`src/rtl/viterbi_pkg.sv`:
```
// Shared types and defaults for the Viterbi link BER checker.
// Holds the checker FSM state type and default sizing.
package viterbi_pkg;

    typedef enum logic {
        SEARCH,
        LOCKED
    } ber_state_e;

    localparam int DEF_DEPTH    = 32;
    localparam int DEF_WIN      = 16;
    localparam int DEF_LOCK_THR = 1;
    localparam int DEF_LOSS_THR = 4;
    localparam int DEF_CW       = 32;

endpackage

```
`src/rtl/tx_bit_history.sv`:
```
// Transmit bit history: shift register of raw encoder bits,
// saturating fill count, and a runtime-indexed tap.
module tx_bit_history
    import viterbi_pkg::*;
#(
    parameter int DEPTH = DEF_DEPTH,
    localparam int AW = $clog2(DEPTH),
    localparam int FW = $clog2(DEPTH + 1)
) (
    input  logic          clk,
    input  logic          rst,
    input  logic          shift,
    input  logic          bit_in,
    input  logic [AW-1:0] idx,
    output logic          tap,
    output logic [FW-1:0] fill
);

    logic [DEPTH-1:0] hist;

    // newest bit enters at index 0
    always_ff @(posedge clk or negedge rst) begin
        if (!rst) begin
            hist <= '0;
        end else if (shift) begin
            hist <= {hist[DEPTH-2:0], bit_in};
        end
    end

    // number of valid history bits, stops at DEPTH
    always_ff @(posedge clk or negedge rst) begin
        if (!rst) begin
            fill <= '0;
        end else if (shift && fill != FW'(DEPTH)) begin
            fill <= fill + 1'b1;
        end
    end

    // tap reads the pre-shift history
    always_comb begin
        tap = hist[idx];
    end

endmodule

```
`config.mk`:
```
export PLATFORM = sky130hd
export DESIGN_NAME = tx_bit_history
export DESIGN_NICKNAME = d
export VERILOG_FILES = /design/src/rtl/viterbi_pkg.sv /design/src/rtl/tx_bit_history.sv
export SDC_FILE = /design/constraint.sdc
export NUM_CORES = 1
export LEC_CHECK = 0
export CORE_MARGIN = 2
export CORE_UTILIZATION = 35
export DETAILED_ROUTE_END_ITERATION = 10
export DONT_BUFFER_PORTS = 1
export PLACE_DENSITY = 0.47
export SYNTH_ARGS = -nofsm -noshare
export SYNTH_HDL_FRONTEND = slang
export SYNTH_SLANG_ARGS = --single-unit
```
`constraint.sdc`:
```
create_clock -name clk -period 1.8 [get_ports clk]
set_clock_uncertainty 0.15 [all_clocks]
set_input_delay 0.09 -clock clk [delete_from_list [all_inputs] [get_ports clk]]
set_output_delay 0.09 -clock clk [all_outputs]
set_load 0.01 [all_outputs]
```
==> results of run 1 <==
==> area by class of cell <==
type                    count  area (um2)  area share
clock inverters             1        5.00     0.00246
multi-input cells          87         788       0.387
clock buffers               7        86.3      0.0424
inverters                   3        11.3     0.00553
repair buffers             10         108      0.0528
flip-flops and latches     38         951       0.467
well taps                  70        87.6      0.0430
==> state kept, by name (all words and copies together) (netlist names) <==
signal / count
hist: 32
fill: 6
==> path summary, 6_finish.rpt <==
kind                           from        to  slack [ns]  cells after the start
min reg2reg                hist[31]  hist[31]        0.34                      1
min in group asynchronous       rst   hist[5]        0.11                      2
max                        hist[29]       tap        0.08                      5
min                           shift  hist[19]        0.03                      2
max reg2reg                 fill[0]   fill[5]        0.13                      6
max in group asynchronous       rst   fill[1]        1.19                      2
==> power by group <==
group          internal, mW  switching (mW)  leakage, nW  total [mW]
Combinational         0.406           0.313        0.400       0.719
Clock                 0.309           0.287       0.0482       0.596
Sequential             1.20           0.278        0.470        1.48
==> through the flow <==
| step | instances | worst slack, ns | hold WS, ns |
|---|---|---|---|
| 2_1_floorplan | 134 | 0.0916 | -0.356 |
| 3_3_place_gp | 201 | 0.170 | -0.354 |
| 3_5_place_dp | 201 | 0.117 | -0.354 |
| 4_1_cts | 214 | 0.0607 | 0.0256 |
| 5_1_grt | 216 | 0.00380 | 0.0389 |
| 6_report | 216 | 0.0752 | 0.0261 |
==> layout by cell type, fill, tap and decap left out, types with 2 or more instances in the layout <==
cell type / n
mux2_2: 3
nand4_1: 2
clkbuf_8: 6
buf_4: 5
buf_12: 2
ha_1: 2
a22oi_1: 4
inv_1: 2
mux2_1: 29
nor2b_1: 2
mux2i_1: 16
a21oi_1: 3
dlygate4sd3_1: 3
nand2_1: 9
nand3_1: 2
xnor2_1: 5
dfrtp_1: 38
==> layer usage <==
layer  routed length, um  GRT usage  vias to the layer above
met5                   0          0                        -
met4                  36     0.0585                        0
met3                 186     0.0489                        5
met2                1380      0.181                       30
met1                1470      0.163                      491
li1                    -          -                      508
==> logic make-up (layout without fill, tap and decap cells) <==
logic type / count (synthesis) / count (layout) / synth area share
fa+ha+maj: 2 / 2 / 0.0140
buf+inv: 9 / 21 / 0.0280
flops: 38 / 38 / 0.531
simple gates: 21 / 21 / 0.0615
xor+xnor: 5 / 5 / 0.0245
mux: 48 / 48 / 0.291
compound gates: 11 / 11 / 0.0496
==> repair_timing <==
action | CTS | global route
hold endpoints to repair | 75 | 0
resized for setup | 0 | 0
buffers inserted | 0 | 2
endpoints found under the setup margin | 0 | 1
hold buffers | 5 | 0
==> results_dict.tcl, run 1 <==
set metrics [dict create \
    status "completed" \
    critPathMaxStageDelay_ns 0.40 \
    drv_cap 0 \
    initial_core_util 0.357 \
    p_leak_nw 0.919 \
    routed_wl_um 3070 \
    syn2layout_area_growth_pct 13.8 \
    dieArea_um2 5700 \
    nFillCells 510 \
    syn_inst 134 \
    core_area_um2 5010 \
    final_antenna_net_count 0 \
    rsz0062_at_grt "no" \
    ys.warnings.count 0 \
    synth_largest_area_cell "dfrtp_1" \
    cts_tree "yes" \
    synthTopCellsByArea "dfrtp_1, mux2_1, mux2i_1" \
    cts_max_level 2 \
    setup_viol 0 \
    drc 0 \
    hold_path_class "in -> reg" \
    power.total_mw 2.80 \
    worst_pin_slew_ns 0.344 \
    synthMostInstantiatedCell "dfrtp_1" \
    min_period_over_period 0.958 \
    ys.flop_type "dfrtp_1" \
    synth_seq_cells 38 \
    vdd_drop_max_v 0.000614 \
    drive_gt1_frac 0.137 \
    first_pass_iters 4 \
    crit_fanout 3 \
    first_global_vias 1000 \
    final_hold_viol_count 0 \
    startpoint_type "flip-flop" \
    io_buffers 0 \
    grt_pass1_wl_um 5110 \
    stdcell_area_um2 2040 \
    rows 26 \
    ctsRootBufferMaster "clkbuf_8" \
    cp-end-kind "output pin" \
    netlist_area_um2 1790 \
    required_ns 1.56 \
    ys_types 27 \
    synth-edff-count 0 \
    power_density_nw_per_um2 1370 \
    clockBufferDepth 2 \
    worstSetupPathType "reg -> out" \
    yosysTopAreaCellShare 0.531 \
    gr-total-overflow 0 \
    antenna_found_initial 0 \
    path_cells "mux2i_1 > a22oi_1 > nand3_1 > nand2_1 > a311o_1" \
    tns_ns 0 \
    final_util 0.407 \
    grt_max_degree 39 \
    die_w_um 75.5 \
    gp_congestion 0.801 \
    insertion_delay_ns 0.29 \
    num_vias 1034 \
    timing.fmax_mhz 580 \
    synthArstFlopShare 1.00 \
    layout_min_cycle_time_ns 1.72 \
    cts.clk_slew.worst_paths_ns 0.07 \
    numCtsBuffers 5 \
    fin_nets 156 \
    critPathArrivalTime_ns 1.48 \
    cts.sinks 38 \
    grtUsageTotal 0.124 \
    drt-vias-per-instance 4.79 \
    cpMaxStageDelayCell "dfrtp_1" \
    post_drt_wl_per_cell_um 14.2 \
    placed_area_um2 1860 \
    n_antenna_cell 0 \
    synthTopCellsByCount "dfrtp_1, mux2_1, mux2i_1" \
    die_h_um 75.5 \
    hpwl_um 2050 \
    syn-num-nets 145 \
    io_pins 16 \
    slew_headroom 0.770 \
    cpLargestDelayFamily "compound AO/OA/AOI/OAI gates" \
    drt_iter0_markers 51 \
    drv_slew 0 \
    avgSynthCellArea_um2 13.4 \
    synth_seq_area_share 0.531 \
    cp_num_buf_inv 0 \
]
No activity file was read; power rests on OpenSTA's default activity.
==> inputs of run 2 (changes only) <==
==> constraint.sdc (replaced) <==
create_clock -name clk -period 1.8 [get_ports clk]
set_clock_uncertainty 0.15 [all_clocks]
set_input_delay 0 -clock clk [delete_from_list [all_inputs] [get_ports clk]]
set_output_delay 0 -clock clk [all_outputs]
set_load 0.01 [all_outputs]
==> results_dict.tcl, run 2 (synthesis gave the netlist of run 1 again) <==
set metrics [dict create \
    fin_nets 156 \
    core_area_um2 5010 \
    grtUsageTotal 0.125 \
    drv_cap 0 \
    post_cts_resized 0 \
    drv_slew 0 \
    final_cell_mix "dfrtp_1, mux2_1, mux2i_1, nand2_1, clkbuf_8" \
    die_w_um 75.5 \
    top_register "hist" \
    grt_pass1_wl_um 5210 \
    antenna_found_initial 0 \
    final_hold_viol_count 0 \
    ctsRootBufferMaster "clkbuf_8" \
    cp_num_buf_inv 3 \
    numCtsBuffers 5 \
    num_vias 1058 \
    io_pins 16 \
    critPathArrivalTime_ns 1.71 \
    first_global_vias 1061 \
    insertion_delay_ns 0.29 \
    die_h_um 75.5 \
    n_antenna_cell 0 \
    gr-total-overflow 0 \
    layout_commonest_cell "dfrtp_1" \
    rsz0062_at_grt "no" \
    clockBufferDepth 2 \
    grt_max_degree 39 \
    cpMaxStageDelayCell "dlygate4sd3_1" \
    syn2layout_area_growth_pct 14.1 \
    slew_headroom 0.779 \
    setup_viol 0 \
    drive_gt1_frac 0.123 \
    power_density_nw_per_um2 1370 \
    final_util 0.408 \
    crit_top_cell "dlygate4sd3_1" \
    startpoint_type "primary input" \
    cts_setup_buffers 0 \
    io_buffers 0 \
    cts.sinks 38 \
    worst_pin_slew_ns 0.331 \
    routed_wl_um 3070 \
    cts_max_level 2 \
    drc 0 \
    required_ns 1.82 \
    min_period_over_period 0.937 \
    tns_ns 0 \
    cp-end-kind "flip-flop" \
    largest_reg_flops 32 \
    cpLargestDelayFamily "buffers and inverters" \
    reg_top3 "hist x32, fill x6" \
    dieArea_um2 5700 \
    drt_iter0_markers 70 \
    initial_core_util 0.357 \
    cts_hold_buf 7 \
    first_pass_iters 4 \
    timing.fmax_mhz 593 \
    rows 26 \
    p_leak_nw 0.919 \
    power.total_mw 2.79 \
    layout_min_cycle_time_ns 1.69 \
    final_antenna_net_count 0 \
    hold_path_class "in -> async" \
    path_cells "dlygate4sd3_1 > buf_12 > mux2_1 > dlygate4sd3_1" \
    crit_fanout 33 \
    critPathMaxStageDelay_ns 0.59 \
    vdd_drop_max_v 0.000770 \
    gp_congestion 0.801 \
    worstSetupPathType "in -> reg" \
    nFillCells 510 \
    post_drt_wl_per_cell_um 14.2 \
    cts_tree "yes" \
    drt-vias-per-instance 4.90 \
    status "completed" \
    hpwl_um 2060 \
    cts.clk_slew.worst_paths_ns 0.08 \
]
-- run 2: final timing paths --
path | startpoint | to | slack (ns) | depth (start not counted)
hold / removal | rst | hist[3] | 0.007 | 2
max in group asynchronous | rst | hist[9] | 1.29 | 2
setup / recovery | shift | hist[26] | 0.11 | 4
setup reg to reg | fill[0] | fill[5] | 0.11 | 6
hold reg to reg | hist[31] | hist[31] | 0.34 | 1
min in group clk | idx[0] | tap | 0.21 | 3
-- run 2: worst register-to-register path, delay by kind of cell, from the launching register on --
kind	cells	cell delay, ns
AND/OR/NAND/NOR	2	0.43
XOR/XNOR	1	0.12
AO/OA/AOI/OAI	1	0.23
adder cells (fa/ha/maj)	1	0.22
flip-flops	1	0.36
buffers and inverters	1	0.07
-- run 2: metrics by stage --
step | hold slack [ns] | setup WS (ns) | cell area [um2] | cells
3_3_place_gp | -0.444 | 0.170 | 1860 | 201
2_1_floorplan | -0.446 | 0.0916 | 1790 | 134
3_5_place_dp | -0.444 | 0.112 | 1860 | 201
6_report | 0.00726 | 0.113 | 2040 | 216
5_1_grt | 0.0264 | 0.00953 | 2040 | 216
4_1_cts | 0.0122 | 0.109 | 2040 | 216
-- run 2: layout make-up --
class	count	area, um2	share of cell area
Inverter	3	11.3	0.00551
Timing Repair Buffer	10	113	0.0551
Multi-Input combinational cell	87	788	0.386
Clock inverter	1	5.00	0.00245
Sequential cell	38	951	0.466
Clock buffer	7	86.3	0.0423
Tap cell	70	87.6	0.0429
-- run 2: report_power, final --
part / switching (mW) / total [mW] / internal [mW]
Sequential: 0.289 / 1.49 / 1.21
Clock: 0.283 / 0.592 / 0.309
Combinational: 0.305 / 0.704 / 0.399
Total: 0.876 / 2.79 / 1.91
-- run 2: metal layers --
metal | part of all wire | wire length, um | vias to the layer above | GRT usage
li1 | - | - | 500 | -
met1 | 0.47 | 1460 | 529 | 0.161
met2 | 0.45 | 1380 | 23 | 0.188
met3 | 0.058 | 177 | 6 | 0.0503
met4 | 0.017 | 52 | 0 | 0.0526
met5 | 0 | 0 | - | 0
==> inputs of run 3 (changes only) <==
- ABC_AREA: unset -> 1
==> results_dict.tcl, run 3 <==
set metrics [dict create \
    fin_nets 240 \
    antenna_found_initial 0 \
    die_w_um 76.7 \
    required_ns 1.87 \
    drt-vias-per-instance 4.67 \
    synth_seq_cells 38 \
    placed_area_um2 1860 \
    grtUsageTotal 0.136 \
    io_pins 16 \
    grt_max_degree 68 \
    rsz0062_at_grt "no" \
    startpoint_type "primary input" \
    path_cells "dlygate4sd3_1 > buf_16 > nor2_1 > a21oi_1 > dlygate4sd3_1" \
    synth-edff-count 0 \
    nFillCells 548 \
    r2r_slack_ns 0.26 \
    p_leak_nw 0.979 \
    worstReg2RegStart "fill[1]" \
    netlist_area_um2 1850 \
    ys_types 23 \
    yosysTopAreaCellShare 0.514 \
    n_antenna_cell 0 \
    layout_commonest_cell "nand2_1" \
    clockBufferDepth 2 \
    gp_congestion 0.688 \
    ctsRootBufferMaster "clkbuf_8" \
    drv_slew 0 \
    cts_tree "yes" \
    synth_seq_area_share 0.514 \
    largest_reg_flops 32 \
    tns_ns 0 \
    power_density_nw_per_um2 1080 \
    setup_viol 0 \
    synthMostInstantiatedCell "nand2_1" \
    layout_min_cycle_time_ns 1.56 \
    synth_largest_area_cell "dfrtp_1" \
    syn_inst 225 \
    core_area_um2 5110 \
    avgSynthCellArea_um2 8.22 \
    num_vias 1396 \
    dieArea_um2 5890 \
    final_cell_mix "nand2_1, dfrtp_1, nand3_1, inv_1" \
    ys.flop_type "dfrtp_1" \
    crit_top_cell "dlygate4sd3_1" \
    critPathArrivalTime_ns 1.63 \
    setup.worst_path.end "hist[10]" \
    slew_headroom 0.831 \
    drt_iter0_markers 74 \
    startpoint "shift" \
    initial_core_util 0.362 \
    drv_cap 0 \
    status "completed" \
    ys.warnings.count 0 \
    first_pass_iters 4 \
    routed_wl_um 3600 \
    drive_gt1_frac 0.0699 \
    stdcell_area_um2 2040 \
    rows 26 \
    worstSetupPathType "in -> reg" \
    syn2layout_area_growth_pct 10.1 \
    top_register "hist" \
    critPathMaxStageDelay_ns 0.62 \
    final_hold_viol_count 0 \
    hold_path_class "in -> out" \
    reg_top3 "hist x32, fill x6" \
    cts.sinks 38 \
    cts.clk_slew.worst_paths_ns 0.07 \
    io_buffers 0 \
    fin_hold_ws_ns 0.00261 \
    cpMaxStageDelayCell "dlygate4sd3_1" \
    final_antenna_net_count 0 \
    synthArstFlopShare 1.00 \
    timing.fmax_mhz 639 \
    hpwl_um 2260 \
    cts_max_level 2 \
    vdd_drop_max_v 0.000654 \
    numCtsBuffers 5 \
    first_global_vias 1361 \
    layout.area.seq_um2 951 \
    syn-num-nets 236 \
    worst_pin_slew_ns 0.253 \
    r2r-end "fill[0]" \
    multiInputGateArea_um2 718 \
    synthTopCellsByCount "nand2_1, dfrtp_1, nand3_1" \
    gr-total-overflow 0 \
    cp-end-kind "flip-flop" \
    min_period_over_period 0.869 \
    reg2reg_depth 7 \
    insertion_delay_ns 0.28 \
    post_drt_wl_per_cell_um 12.0 \
    crit_fanout 67 \
    drc 0 \
    grt_pass1_wl_um 6440 \
    die_h_um 76.7 \
    synthTopCellsByArea "dfrtp_1, nand2_1, nand3_1" \
]
==> run 3: kinds of logic after synthesis <==
| kind of cell | synth area share |
|---|---|
| and+or+nand+nor | 0.255 |
| DFF | 0.514 |
| buffers and inverters | 0.0980 |
| AOI/OAI and AO/OA | 0.0838 |
| xor gates and xnor gates | 0.0237 |
| muxes | 0.0122 |
| adders and majority gates | 0.0135 |
==> run 3: where the power goes <==
part           internal (mW)  switching (mW)  total, mW
clock network          0.267           0.270      0.537
registers               1.03           0.179       1.20
logic                  0.209           0.259      0.468
total                   1.50           0.709       2.21
==> run 3: critical path, delay by kind of cell <==
family | cells | cell delay (ns)
AO/OA/AOI/OAI | 1 | 0.10
buffers and inverters | 3 | 1.44
AND/OR/NAND/NOR | 1 | 0.08
==> run 3: cell type report <==
class / instances / area share
clock buffers: 7 / 0.0374
inverters: 24 / 0.0491
repair buffers: 8 / 0.0516
flip-flops and latches: 38 / 0.467
multi-input cells: 152 / 0.352
well taps: 70 / 0.0430
==> run 3: worst min-delay path by stage <==
stage,start,end,slack (ns),cells past startpoint
floorplan,rst,fill[0],-0.45,0
global placement,rst,hist[28],-0.44,0
detailed placement,rst,hist[31],-0.44,0
CTS,idx[4],tap,0.003,3
global route,idx[4],tap,0.03,3
finish,idx[4],tap,0.003,3
==> run 3: timing repair <==
| action | CTS | global route |
|---|---|---|
| hold endpoints to repair | 77 | 0 |
| setup buffers | 0 | 0 |
| hold buffers | 7 | 0 |
| resized for setup | 0 | 0 |
==> run 3: stage by stage <==
step / util / power [mW] / setup slack (ns) / cells
final: 0.399 / 2.21 / 0.236 / 299
after global routing: 0.399 / 2.38 / 0.106 / 299
after CTS: 0.399 / 2.25 / 0.253 / 299
after floorplan: - / 1.56 / 0.370 / 225
after detailed placement: 0.365 / 1.63 / 0.271 / 285
after global placement: 0.365 / 1.63 / 0.294 / 285
==> run 3: routing by layer <==
layer	global-route usage	share of wire	vias to the layer above
met4	0.0545	0.016	0
met1	0.187	0.50	646
met2	0.204	0.43	21
met3	0.0353	0.047	5
li1	-	-	724
met5	0	0	-
